## src/rtl/uart_tx_scheduler.sv

```systemverilog
// -----------------------------------------------------------------------------
// uart_tx_scheduler
//   Shares one UART TX FIFO between up to three message sources. A requester is
//   chosen round-robin, once per message. Its 10-bit payload is sent as two
//   tagged 8-bit frames, LO first and then HI, and no other message can be
//   interleaved between them. Consecutive FIFO writes are spaced by at least
//   GAP_CYCLES idle clock cycles.
//
// Parameters
//   N_REQ       number of requesters (1..3)
//   GAP_CYCLES  minimum number of idle cycles between two wr_uart pulses
//
// Ports
//   clk      system clock
//   rst      asynchronous, active-low reset
//   req      per-requester "message pending"; held high until the matching ack
//   payload  payload[10*i +: 10] is the message of requester i
//   ack      one-cycle pulse; the payload of requester i has been captured
//   tx_full  UART TX FIFO full; a write is held off while this is high
//   wr_uart  one-cycle FIFO write strobe
//   w_data   frame written together with wr_uart
//   busy     high while a message is in flight (state is not IDLE)
// -----------------------------------------------------------------------------
module uart_tx_scheduler #(
    parameter int N_REQ      = 3,
    parameter int GAP_CYCLES = 16
) (
    input  logic                 clk,
    input  logic                 rst,
    input  logic [N_REQ-1:0]     req,
    input  logic [10*N_REQ-1:0]  payload,
    output logic [N_REQ-1:0]     ack,
    input  logic                 tx_full,
    output logic                 wr_uart,
    output logic [7:0]           w_data,
    output logic                 busy
);

    localparam int GW = (GAP_CYCLES > 0) ? $clog2(GAP_CYCLES + 1) : 1;
    localparam logic [GW-1:0] GAP_LOAD = GW'(GAP_CYCLES);

    typedef enum logic [1:0] {
        IDLE = 2'd0,
        LO   = 2'd1,
        HI   = 2'd2
    } state_t;

    state_t             state_r;
    logic [1:0]         rr_ptr_r;
    logic [1:0]         idx_r;
    logic [9:0]         pl_r;
    logic [GW-1:0]      gap_r;
    logic [N_REQ-1:0]   ack_r;
    logic               wr_uart_r;
    logic [7:0]         w_data_r;
    logic               busy_r;

    logic [1:0]         grant_s;
    logic               grant_valid_s;
    logic [2:0]         sum_s;
    logic [1:0]         cand_s;
    logic               write_ok_s;

    // Frame builder: requester i tags its LO half with 2*i+1 and its HI half with 2*i+2.
    function automatic logic [7:0] make_frame(input logic [4:0] half,
                                              input logic [1:0] idx,
                                              input logic       is_hi);
        logic [2:0] tag;
        if (is_hi) begin
            tag = {idx, 1'b0} + 3'd2;
        end else begin
            tag = {idx, 1'b1};
        end
        return {half, tag};
    endfunction

    assign ack     = ack_r;
    assign wr_uart = wr_uart_r;
    assign w_data  = w_data_r;
    assign busy    = busy_r;

    assign write_ok_s = !tx_full && (gap_r == '0);

    // Round-robin search: the first pending requester at or after rr_ptr_r, wrapping.
    always_comb begin
        grant_s       = 2'd0;
        grant_valid_s = 1'b0;
        sum_s         = 3'd0;
        cand_s        = 2'd0;
        for (int k = 0; k < N_REQ; k++) begin
            sum_s = {1'b0, rr_ptr_r} + 3'(k);
            if (sum_s >= 3'(N_REQ)) begin
                cand_s = 2'(sum_s - 3'(N_REQ));
            end else begin
                cand_s = sum_s[1:0];
            end
            if (!grant_valid_s && |(req & (N_REQ'(1'b1) << cand_s))) begin
                grant_s       = cand_s;
                grant_valid_s = 1'b1;
            end else begin
                grant_s       = grant_s;
            end
        end
    end

    // Message FSM with the gap counter and all registered outputs.
    always_ff @(posedge clk or negedge rst) begin
        if (!rst) begin
            state_r   <= IDLE;
            rr_ptr_r  <= 2'd0;
            idx_r     <= 2'd0;
            pl_r      <= 10'd0;
            gap_r     <= '0;
            ack_r     <= '0;
            wr_uart_r <= 1'b0;
            w_data_r  <= 8'h00;
            busy_r    <= 1'b0;
        end else begin
            ack_r     <= '0;
            wr_uart_r <= 1'b0;
            // The counter runs in every state so the spacing also holds across messages;
            // a write in this cycle reloads it below.
            if (gap_r != '0) begin
                gap_r <= gap_r - GW'(1'b1);
            end else begin
                gap_r <= gap_r;
            end
            case (state_r)
                IDLE: begin
                    if (grant_valid_s) begin
                        pl_r   <= 10'(payload >> (5'(grant_s) * 5'd10));
                        idx_r  <= grant_s;
                        ack_r  <= N_REQ'(1'b1) << grant_s;
                        if ({1'b0, grant_s} == 3'(N_REQ - 1)) begin
                            rr_ptr_r <= 2'd0;
                        end else begin
                            rr_ptr_r <= grant_s + 2'd1;
                        end
                        state_r <= LO;
                        busy_r  <= 1'b1;
                    end else begin
                        state_r <= IDLE;
                        busy_r  <= 1'b0;
                    end
                end
                LO: begin
                    if (write_ok_s) begin
                        wr_uart_r <= 1'b1;
                        w_data_r  <= make_frame(pl_r[4:0], idx_r, 1'b0);
                        gap_r     <= GAP_LOAD;
                        state_r   <= HI;
                    end else begin
                        state_r   <= LO;
                    end
                    busy_r <= 1'b1;
                end
                HI: begin
                    if (write_ok_s) begin
                        wr_uart_r <= 1'b1;
                        w_data_r  <= make_frame(pl_r[9:5], idx_r, 1'b1);
                        gap_r     <= GAP_LOAD;
                        state_r   <= IDLE;
                        busy_r    <= 1'b0;
                    end else begin
                        state_r   <= HI;
                        busy_r    <= 1'b1;
                    end
                end
                default: begin
                    state_r <= IDLE;
                    busy_r  <= 1'b0;
                end
            endcase
        end
    end

endmodule

```

## config.mk

```make
export PLATFORM = sky130hd
export DESIGN_NAME = uart_tx_scheduler
export DESIGN_NICKNAME = d
export VERILOG_FILES = /design/src/rtl/uart_tx_scheduler.sv
export SDC_FILE = /design/constraint.sdc
export NUM_CORES = 1
export LEC_CHECK = 0
export CORE_MARGIN = 4
export CORE_UTILIZATION = 45
export DETAILED_ROUTE_END_ITERATION = 6
export PLACE_DENSITY = 0.75
export SYNTH_ARGS = -nofsm -noshare
export SYNTH_HDL_FRONTEND = slang
export SYNTH_SLANG_ARGS = --single-unit
```

## constraint.sdc

```tcl
create_clock -name clk -period 4.6 [get_ports clk]
set_clock_uncertainty 0.2 [all_clocks]
set_input_delay 0.92 -clock clk [delete_from_list [all_inputs] [get_ports clk]]
set_output_delay 0.92 -clock clk [all_outputs]
set_load 0.05 [all_outputs]
```

==> results of run 1 <==
flip-flops by register name (all words and copies together), names as in the netlist:
| signal | cells |
|---|---|
| idx_r | 2 |
| ack | 3 |
| pl_r | 10 |
| gap_r | 5 |
| busy | 1 |
| w_data | 8 |
| rr_ptr_r | 2 |
| wr_uart | 1 |
| state_r | 2 |
power by group through the flow:
stage          registers, uW  clock network (uW)  logic [uW]
6_report                 517                 214         898
5_1_grt                  535                 232         985
4_1_cts                  518                 217         903
3_3_place_gp             520                   0         887
3_5_place_dp             524                   0         900
2_1_floorplan            673                   0         526
final cells by class:
| type | count | area [um^2] |
|---|---|---|
| clock buffer | 6 | 82.6 |
| timing repair buffer | 49 | 488 |
| fill | 360 | 1560 |
| inverter | 10 | 37.5 |
| multi-input combinational | 129 | 916 |
| tap | 50 | 62.6 |
| sequential | 34 | 851 |
metrics by stage:
step           std cells  hold slack [ns]  total power (uW)  utilization, %  instance area, um^2
2_1_floorplan        182            0.266              1200               -                 1860
3_3_place_gp         272            0.284              1410            58.9                 2350
5_1_grt              278            0.332              1750            60.9                 2440
6_report             278            0.295              1630            60.9                 2440
4_1_cts              278            0.299              1640            60.9                 2440
3_5_place_dp         272            0.285              1420            58.9                 2350
layer usage:
layer | part of all wire (%) | vias to the layer above | global-route usage, % | wire (um)
li1 | - | 733 | - | -
met1 | 46 | 712 | 20.6 | 1810
met2 | 49 | 36 | 25.4 | 1940
met3 | 4.1 | 5 | 4.57 | 163
met4 | 1.5 | 0 | 5.64 | 61
met5 | 0 | - | 0 | 0
worst register-to-register path, stage by stage, from the launching register on:
cell     delay, ns
dfrtp_1       0.40
inv_1         0.08
ha_1          0.26
nor2b_1       0.19
and3b_1       0.19
o21a_1        0.19
a31oi_2       0.67
nor4b_4       0.51
a221o_1       0.21
cell usage in the layout (no fill, tap or decap), drive strengths merged:
master,count
buf,1
and3b,1
or3b,1
ha,9
a31oi,2
a221o,6
xor2,1
nor2b,4
nor4bb,1
nor4b,2
and3,1
o21ai,4
a21oi,10
nand4b,3
a222oi,1
inv,10
nand2b,2
clkbuf,6
or2,3
mux2i,14
and2,2
dfrtp,34
nand2,15
a22o,1
a21o,1
o211ai,2
nor2,19
nor3,11
a32o,1
o31ai,1
xnor2,4
o21a,4
o221ai,1
o22a,2
clkdlybuf4s50,48
cell families after synthesis:
logic type	share of synthesized area, %
and+or+nand+nor	18.8
AOI/OAI and AO/OA	14.5
DFF	45.8
buffers and inverters	4.98
muxes	7.54
adders and majority gates	6.06
xor gates and xnor gates	2.36
worst max path at each step:
| stage | start | endpoint | slack, ns |
|---|---|---|---|
| floorplan | req[0] | pl_r[1]$_DFFE_PN0P_ | 1.84 |
| global placement | req[0] | pl_r[7]$_DFFE_PN0P_ | 1.00 |
| detailed placement | req[1] | pl_r[1]$_DFFE_PN0P_ | 0.96 |
| CTS | req[0] | pl_r[4]$_DFFE_PN0P_ | 1.29 |
| global route | req[2] | pl_r[9]$_DFFE_PN0P_ | 1.08 |
| finish | req[1] | pl_r[6]$_DFFE_PN0P_ | 1.26 |
==> flow_summary.json, run 1 <==
{
  "yosysMostFrequentCell": "dfrtp_1",
  "finalHoldViolCount": 0,
  "num_antenna_cells": 0,
  "syn_area_um2": 1860,
  "num-nets-final": 274,
  "drt_iter0_markers": 101,
  "finalCritPeriodShare_pct": 72.6,
  "required_ns": 4.62,
  "postCtsSetupBuffers": 0,
  "combPwrFrac_pct": 55.1,
  "p_seq_share_pct": 31.7,
  "die_h_um": 72.3,
  "dp_worst_setup_slack_ns": 0.963,
  "totalWireLength_um": 3980,
  "hold_buffers": 0,
  "cp.arrival_ns": 3.37,
  "io_pins": 49,
  "netlist_top_cells_count": "dfrtp_1 (34), nor2_1 (19), nand2_1 (15)",
  "grt_use_total_pct": 15.9,
  "drc": 0,
  "dpl.hpwl_um": 2940,
  "syn_inst": 182,
  "cap_viol_max_count": 0,
  "layout-drive-gt1-share_pct": 5.70,
  "die_x_um": 72.3,
  "ctsResizeCount": 0,
  "grt_pass1_wl_um": 6300,
  "synth-warning-count": 0,
  "grt_max_degree": 35,
  "synth_area_per_cell_um2": 10.2,
  "h-tree-depth": 2,
  "start_util_pct": 46.5,
  "hold_path_end": "pl_r[0]$_DFFE_PN0P_",
  "switching_power_uw": 700,
  "hold_start": "pl_r[0]$_DFFE_PN0P_",
  "worstSetupPathType": "in2reg",
  "clock_latency_ns": 0.28,
  "fmax_mhz": 299,
  "portBuffers": 48,
  "cp-end-kind": "flip-flop",
  "worst-path-stages": 7,
  "clock_sinks": 34,
  "synth_seq_cells": 34,
  "postRouteAntennaNets": 0,
  "max-vdd-ir-drop_v": 0.000421,
  "synth_area_leaders": "dfrtp_1 (46%), mux2i_1 (7.5%), ha_1 (6.1%)",
  "coreArea_um2": 4000,
  "cp_num_buf_inv": 1,
  "rsz0062_at_grt": "false",
  "power.density_nw_per_um2": 669,
  "crit_chain": "clkdlybuf4s50_1 > nor2b_1 > and3b_1 > o21a_1 > a31oi_2 > nor4b_4 > a221o_1",
  "synth_edf_count": 0,
  "crit_family": "compound AO/OA/AOI/OAI gates",
  "outcome": "finished clean",
  "hold_path_depth": 2,
  "reg2reg_slack_ns": 1.63,
  "gp_congestion": 0.923,
  "fin_tns_setup_ns": 0,
  "ys_types": 40,
  "cts_root_buffer": "clkbuf_8",
  "hold_path.class": "reg2reg",
  "finalMaxSlewViolations": 0,
  "worst_pin_slew_ns": 0.931,
  "finalCriticalPeriod_ns": 3.34,
  "wl_per_cell_um": 14.3,
  "tritoncts": "built",
  "antenna_found_initial": 0,
  "setup_viol": 0,
  "rows": 23,
  "first_pass_iters": 4,
  "sw_frac_of_total_pct": 43.0,
  "clk_pin_slew_ns": 0.07,
  "relSlewSlack_pct": 37.9,
  "reg2reg_from": "rr_ptr_r[1]$_DFFE_PN0P_",
  "area_growth_pct": 31.1,
  "cts_max_path_buffers": 2,
  "p_leak_uw": 0.00104,
  "cpMaxStageDelayCell": "a31oi_2",
  "yosys.area.top_type": "dfrtp_1",
  "power_frac_clock_pct": 13.1,
  "yosysSeqAreaShare_pct": 45.8,
  "path_max_fanout": 16,
  "viasPerCell": 5.35,
  "synthArstFlopShare_pct": 100,
  "dominantRegCellSynth": "dfrtp_1",
  "postLayoutSetupSlackWorst_ns": 1.26,
  "r2r_end": "pl_r[6]$_DFFE_PN0P_",
  "synth_top_area_share_pct": 45.8,
  "intPower_uw": 929,
  "grt_pass1_vias": 1336,
  "critPathLaunchType": "input pin",
  "max_stage_delay_ns": 0.67,
  "syn_nets": 227,
  "reg2reg_depth": 8,
  "vias": 1486,
  "design.die.area_um2": 5220,
  "grt_overflow": 0,
  "cts_buffers": 5
}
No activity file was read; power rests on OpenSTA's default activity.
==> run 2: changes to the inputs <==
==> constraint.sdc (replaced) <==
create_clock -name clk -period 3.4 [get_ports clk]
set_clock_uncertainty 0.2 [all_clocks]
set_input_delay 0.68 -clock clk [delete_from_list [all_inputs] [get_ports clk]]
set_output_delay 0.68 -clock clk [all_outputs]
set_load 0.05 [all_outputs]
==> flow_summary.json, run 2 (synthesized netlist as in run 1, its figures left out) <==
{
  "cpMaxStageDelayCell": "clkdlybuf4s50_1",
  "finalMaxSlewViolations": 0,
  "clock_latency_ns": 0.28,
  "design.die.area_um2": 5220,
  "num-nets-final": 279,
  "cts_root_buffer": "clkbuf_8",
  "cp_num_buf_inv": 2,
  "layout-drive-gt1-share_pct": 8.51,
  "postCtsSetupBuffers": 0,
  "largest_reg_flops": 10,
  "crit_chain": "clkdlybuf4s50_1 > a222oi_1 > o221ai_2 > buf_4 > or2_4 > or2_4 > o22a_1",
  "grt_max_degree": 35,
  "max-vdd-ir-drop_v": 0.000455,
  "relSlewSlack_pct": 58.5,
  "cts_max_path_buffers": 2,
  "first_pass_iters": 4,
  "final_util_pct": 62.2,
  "rows": 23,
  "vias": 1459,
  "worst_pin_slew_ns": 0.617,
  "finalCritPeriodShare_pct": 82.1,
  "finalHoldViolCount": 0,
  "fin_tns_setup_ns": 0,
  "setup_viol": 0,
  "dpl.hpwl_um": 3080,
  "outcome": "finished clean",
  "h-tree-depth": 2,
  "grt_pass1_vias": 1383,
  "cp-end-kind": "flip-flop",
  "num_antenna_cells": 0,
  "final_cell_mix": "clkdlybuf4s50_1 (48), dfrtp_1 (34), nor2_1 (19)",
  "antenna_found_initial": 0,
  "critPathLaunchType": "input pin",
  "final_common_cell": "clkdlybuf4s50_1",
  "crit_path_frequent_cell": "or2_4",
  "area_growth_pct": 33.8,
  "die_x_um": 72.3,
  "rsz0062_at_grt": "false",
  "cap_viol_max_count": 0,
  "grt_use_total_pct": 16.4,
  "finalCriticalPeriod_ns": 2.79,
  "clk_pin_slew_ns": 0.07,
  "path_max_fanout": 10,
  "worstSetupPathType": "in2reg",
  "ctsResizeCount": 0,
  "hold_path.class": "reg2reg",
  "wl_per_cell_um": 14.0,
  "hold_buffers": 0,
  "grt_pass1_wl_um": 6530,
  "required_ns": 3.38,
  "power.density_nw_per_um2": 909,
  "start_util_pct": 46.5,
  "p_leak_uw": 0.00107,
  "tritoncts": "built",
  "io_pins": 49,
  "viasPerCell": 5.12,
  "totalWireLength_um": 4000,
  "cts_buffers": 5,
  "postRouteAntennaNets": 0,
  "crit_family": "compound AO/OA/AOI/OAI gates",
  "drc": 0,
  "fmax_mhz": 358,
  "regMostFlops": "pl_r",
  "grt_overflow": 0,
  "max_stage_delay_ns": 0.54,
  "clock_sinks": 34,
  "coreArea_um2": 4000,
  "drt_iter0_markers": 101,
  "portBuffers": 48,
  "cp.arrival_ns": 2.77,
  "die_h_um": 72.3,
  "gp_congestion": 0.748
}
[run 2: through the flow]
step | power (uW) | instance area, um^2 | cells | setup slack (ns) | hold slack, ns
after global placement | 1940 | 2390 | 277 | 0.362 | 0.283
after CTS | 2280 | 2490 | 285 | 0.619 | 0.308
final | 2260 | 2490 | 285 | 0.609 | 0.309
after global routing | 2430 | 2490 | 285 | 0.431 | 0.327
after floorplan | 1620 | 1860 | 182 | 0.877 | 0.184
after detailed placement | 1970 | 2390 | 277 | 0.315 | 0.292
[run 2: cell type report]
class,count,area [um^2]
Clock buffer,6,82.6
Clock inverter,2,12.5
Fill cell,346,1510
Inverter,10,37.5
Multi-Input combinational cell,129,916
Sequential cell,34,851
Tap cell,50,62.6
Timing Repair Buffer,54,526
[run 2: power breakdown]
group | total [uW] | switching (uW) | internal [uW]
logic | 1250 | 710 | 542
clock network | 307 | 145 | 163
registers | 703 | 111 | 592
[run 2: path summary, 6_finish.rpt]
kind / from / to / slack [ns] / depth (start not counted)
max: req[0] / pl_r[3]$_DFFE_PN0P_ / 0.61 / 7
min: idx_r[1]$_DFFE_PN0P_ / idx_r[1]$_DFFE_PN0P_ / 0.31 / 2
max reg2reg: rr_ptr_r[0]$_DFFE_PN0P_ / pl_r[3]$_DFFE_PN0P_ / 0.77 / 8
min reg2reg: idx_r[1]$_DFFE_PN0P_ / idx_r[1]$_DFFE_PN0P_ / 0.31 / 2
max in group asynchronous: rst / state_r[0]$_DFF_PN0_ / 2.09 / 2
min in group asynchronous: rst / gap_r[0]$_DFF_PN0_ / 0.61 / 2
[run 2: worst register-to-register path, cell delays in order (launching register included)]
cell and delay (ns):
dfrtp_1 0.37, inv_1 0.08, ha_1 0.38, a222oi_1 0.40, o221ai_2 0.21, buf_4 0.20, or2_4 0.24, or2_4 0.25
o22a_1 0.19
[run 2: routing by layer]
layer | track usage (%) | wire length, um
met1 | 21.8 | 1840
met2 | 24.9 | 1920
met3 | 4.02 | 168
met4 | 8.14 | 76
met5 | 0 | 0
==> run 3: changes to the inputs <==
==> constraint.sdc (replaced) <==
create_clock -name clk -period 2.8 [get_ports clk]
set_clock_uncertainty 0.2 [all_clocks]
set_input_delay 0.56 -clock clk [delete_from_list [all_inputs] [get_ports clk]]
set_output_delay 0.56 -clock clk [all_outputs]
set_load 0.05 [all_outputs]
==> flow_summary.json, run 3 (synthesized netlist as in run 1, its figures left out) <==
{
  "num-nets-final": 286,
  "postRouteAntennaNets": 0,
  "die_h_um": 72.3,
  "vias": 1519,
  "regMostFlops": "pl_r",
  "cts_buffers": 5,
  "use_met1_pct": 21.5,
  "first_pass_iters": 5,
  "postCtsSetupBuffers": 0,
  "area_growth_pct": 37.1,
  "die_x_um": 72.3,
  "power_uw": 2830,
  "outcome": "finished clean",
  "busiest_layer": "met2",
  "cp.arrival_ns": 2.50,
  "cts_max_path_buffers": 2,
  "wl_per_cell_um": 14.2,
  "final_cell_mix": "clkdlybuf4s50_1 (48), dfrtp_1 (34), nor2_1 (19)",
  "critPathLaunchType": "flip-flop",
  "reg2reg_from": "rr_ptr_r[1]$_DFFE_PN0P_",
  "required_ns": 2.77,
  "rows": 23,
  "hold_path.class": "reg2reg",
  "grt_use_met3_pct": 3.88,
  "relSlewSlack_pct": 65.9,
  "worstSetupPathType": "reg2reg",
  "cpMaxStageDelayCell": "a222oi_1",
  "clk_pin_slew_ns": 0.06,
  "io_pins": 49,
  "grt_pass1_vias": 1400,
  "start_util_pct": 46.5,
  "power.density_nw_per_um2": 1110,
  "num_antenna_cells": 0,
  "grt_use_total_pct": 16.4,
  "n_fill_cell": 344,
  "portBuffers": 48,
  "cts_root_buffer": "clkbuf_8",
  "worst_pin_slew_ns": 0.511,
  "clock_sinks": 34,
  "drc": 0,
  "hold_buffers": 0,
  "finalCritPeriodShare_pct": 90.1,
  "final_common_cell": "clkdlybuf4s50_1",
  "max-vdd-ir-drop_v": 0.000811,
  "gp_congestion": 0.788,
  "largest_reg_flops": 10,
  "h-tree-depth": 2,
  "grt_overflow": 0,
  "rsz0062_at_grt": "false",
  "crit_path_frequent_cell": "or2_4",
  "fmax_mhz": 396,
  "met2_usage_pct": 26.3,
  "final_util_pct": 63.7,
  "dpl.hpwl_um": 3160,
  "coreArea_um2": 4000,
  "design.die.area_um2": 5220,
  "layout-drive-gt1-share_pct": 10.7,
  "place_area_um2": 2460,
  "reg2reg_depth": 8,
  "drt_iter0_markers": 70,
  "hold_start": "pl_r[8]$_DFFE_PN0P_",
  "p_leak_uw": 0.00110,
  "grt_max_degree": 35,
  "setup_viol": 0,
  "hold_path_depth": 2,
  "grt_pass1_wl_um": 6530,
  "cp-end-kind": "flip-flop",
  "antenna_found_initial": 0,
  "totalWireLength_um": 4150,
  "finalHoldViolCount": 0,
  "clock_latency_ns": 0.29,
  "path_max_fanout": 16,
  "ctsResizeCount": 0,
  "cp-startpoint": "rr_ptr_r[1]$_DFFE_PN0P_",
  "finalInstanceArea_um2": 2550,
  "cap_viol_max_count": 0,
  "crit_chain": "inv_1 > ha_1 > a222oi_1 > o221ai_2 > buf_12 > or2_4 > or2_4 > o22a_1",
  "viasPerCell": 5.20,
  "tritoncts": "built",
  "finalMaxSlewViolations": 0,
  "finalCriticalPeriod_ns": 2.52,
  "fin_tns_setup_ns": 0,
  "max_stage_delay_ns": 0.45,
  "holdWs_ns": 0.309
}
==> run 3: changes by cell type in the layout (fill, tap and decap cells not counted), sizes merged <==
| cell | change |
|---|---|
| clkinvlp | -1 |
| buf | +7 |
| clkbuf | +1 |
==> run 3: stage by stage <==
step	setup slack, ns	std cells
2_1_floorplan	0.367	182
3_3_place_gp	0.0818	284
3_5_place_dp	0.0595	284
4_1_cts	0.275	292
5_1_grt	0.132	292
6_report	0.277	292
==> run 3: final cells by class <==
| type | instances | area (um^2) | share of cell area (%) |
|---|---|---|---|
| Timing Repair Buffer | 61 | 591 | 23.2 |
| Tap cell | 50 | 62.6 | 2.45 |
| Sequential cell | 34 | 851 | 33.4 |
| Inverter | 10 | 37.5 | 1.47 |
| Multi-Input combinational cell | 129 | 916 | 35.9 |
| Clock inverter | 1 | 5.00 | 0.196 |
| Clock buffer | 7 | 86.3 | 3.39 |
==> run 3: critical path: cells and delay by family, from the launching register on <==
family	cells	cell delay [ns]
AND/OR/NAND/NOR	2	0.47
adder cells (fa/ha/maj)	1	0.26
AO/OA/AOI/OAI	3	0.82
flip-flops	1	0.41
buffers and inverters	2	0.26
==> run 3: layer usage <==
layer,wire length [um],vias up
met1,1880,725
li1,-,758
met3,173,5
met4,68,0
met5,0,-
met2,2030,31
==> run 3: report_power, final <==
part	total (uW)	internal (uW)	switching, uW
logic	1600	714	885
registers	856	719	137
clock network	372	198	174
==> run 3: path summary, 6_finish.rpt <==
path,to,slack [ns]
max,pl_r[2]$_DFFE_PN0P_,0.28
min,pl_r[8]$_DFFE_PN0P_,0.31
max reg2reg,pl_r[2]$_DFFE_PN0P_,0.28
min reg2reg,pl_r[8]$_DFFE_PN0P_,0.31
max in group asynchronous,ack[2]$_DFF_PN0_,1.61
min in group asynchronous,gap_r[4]$_DFF_PN0_,0.48
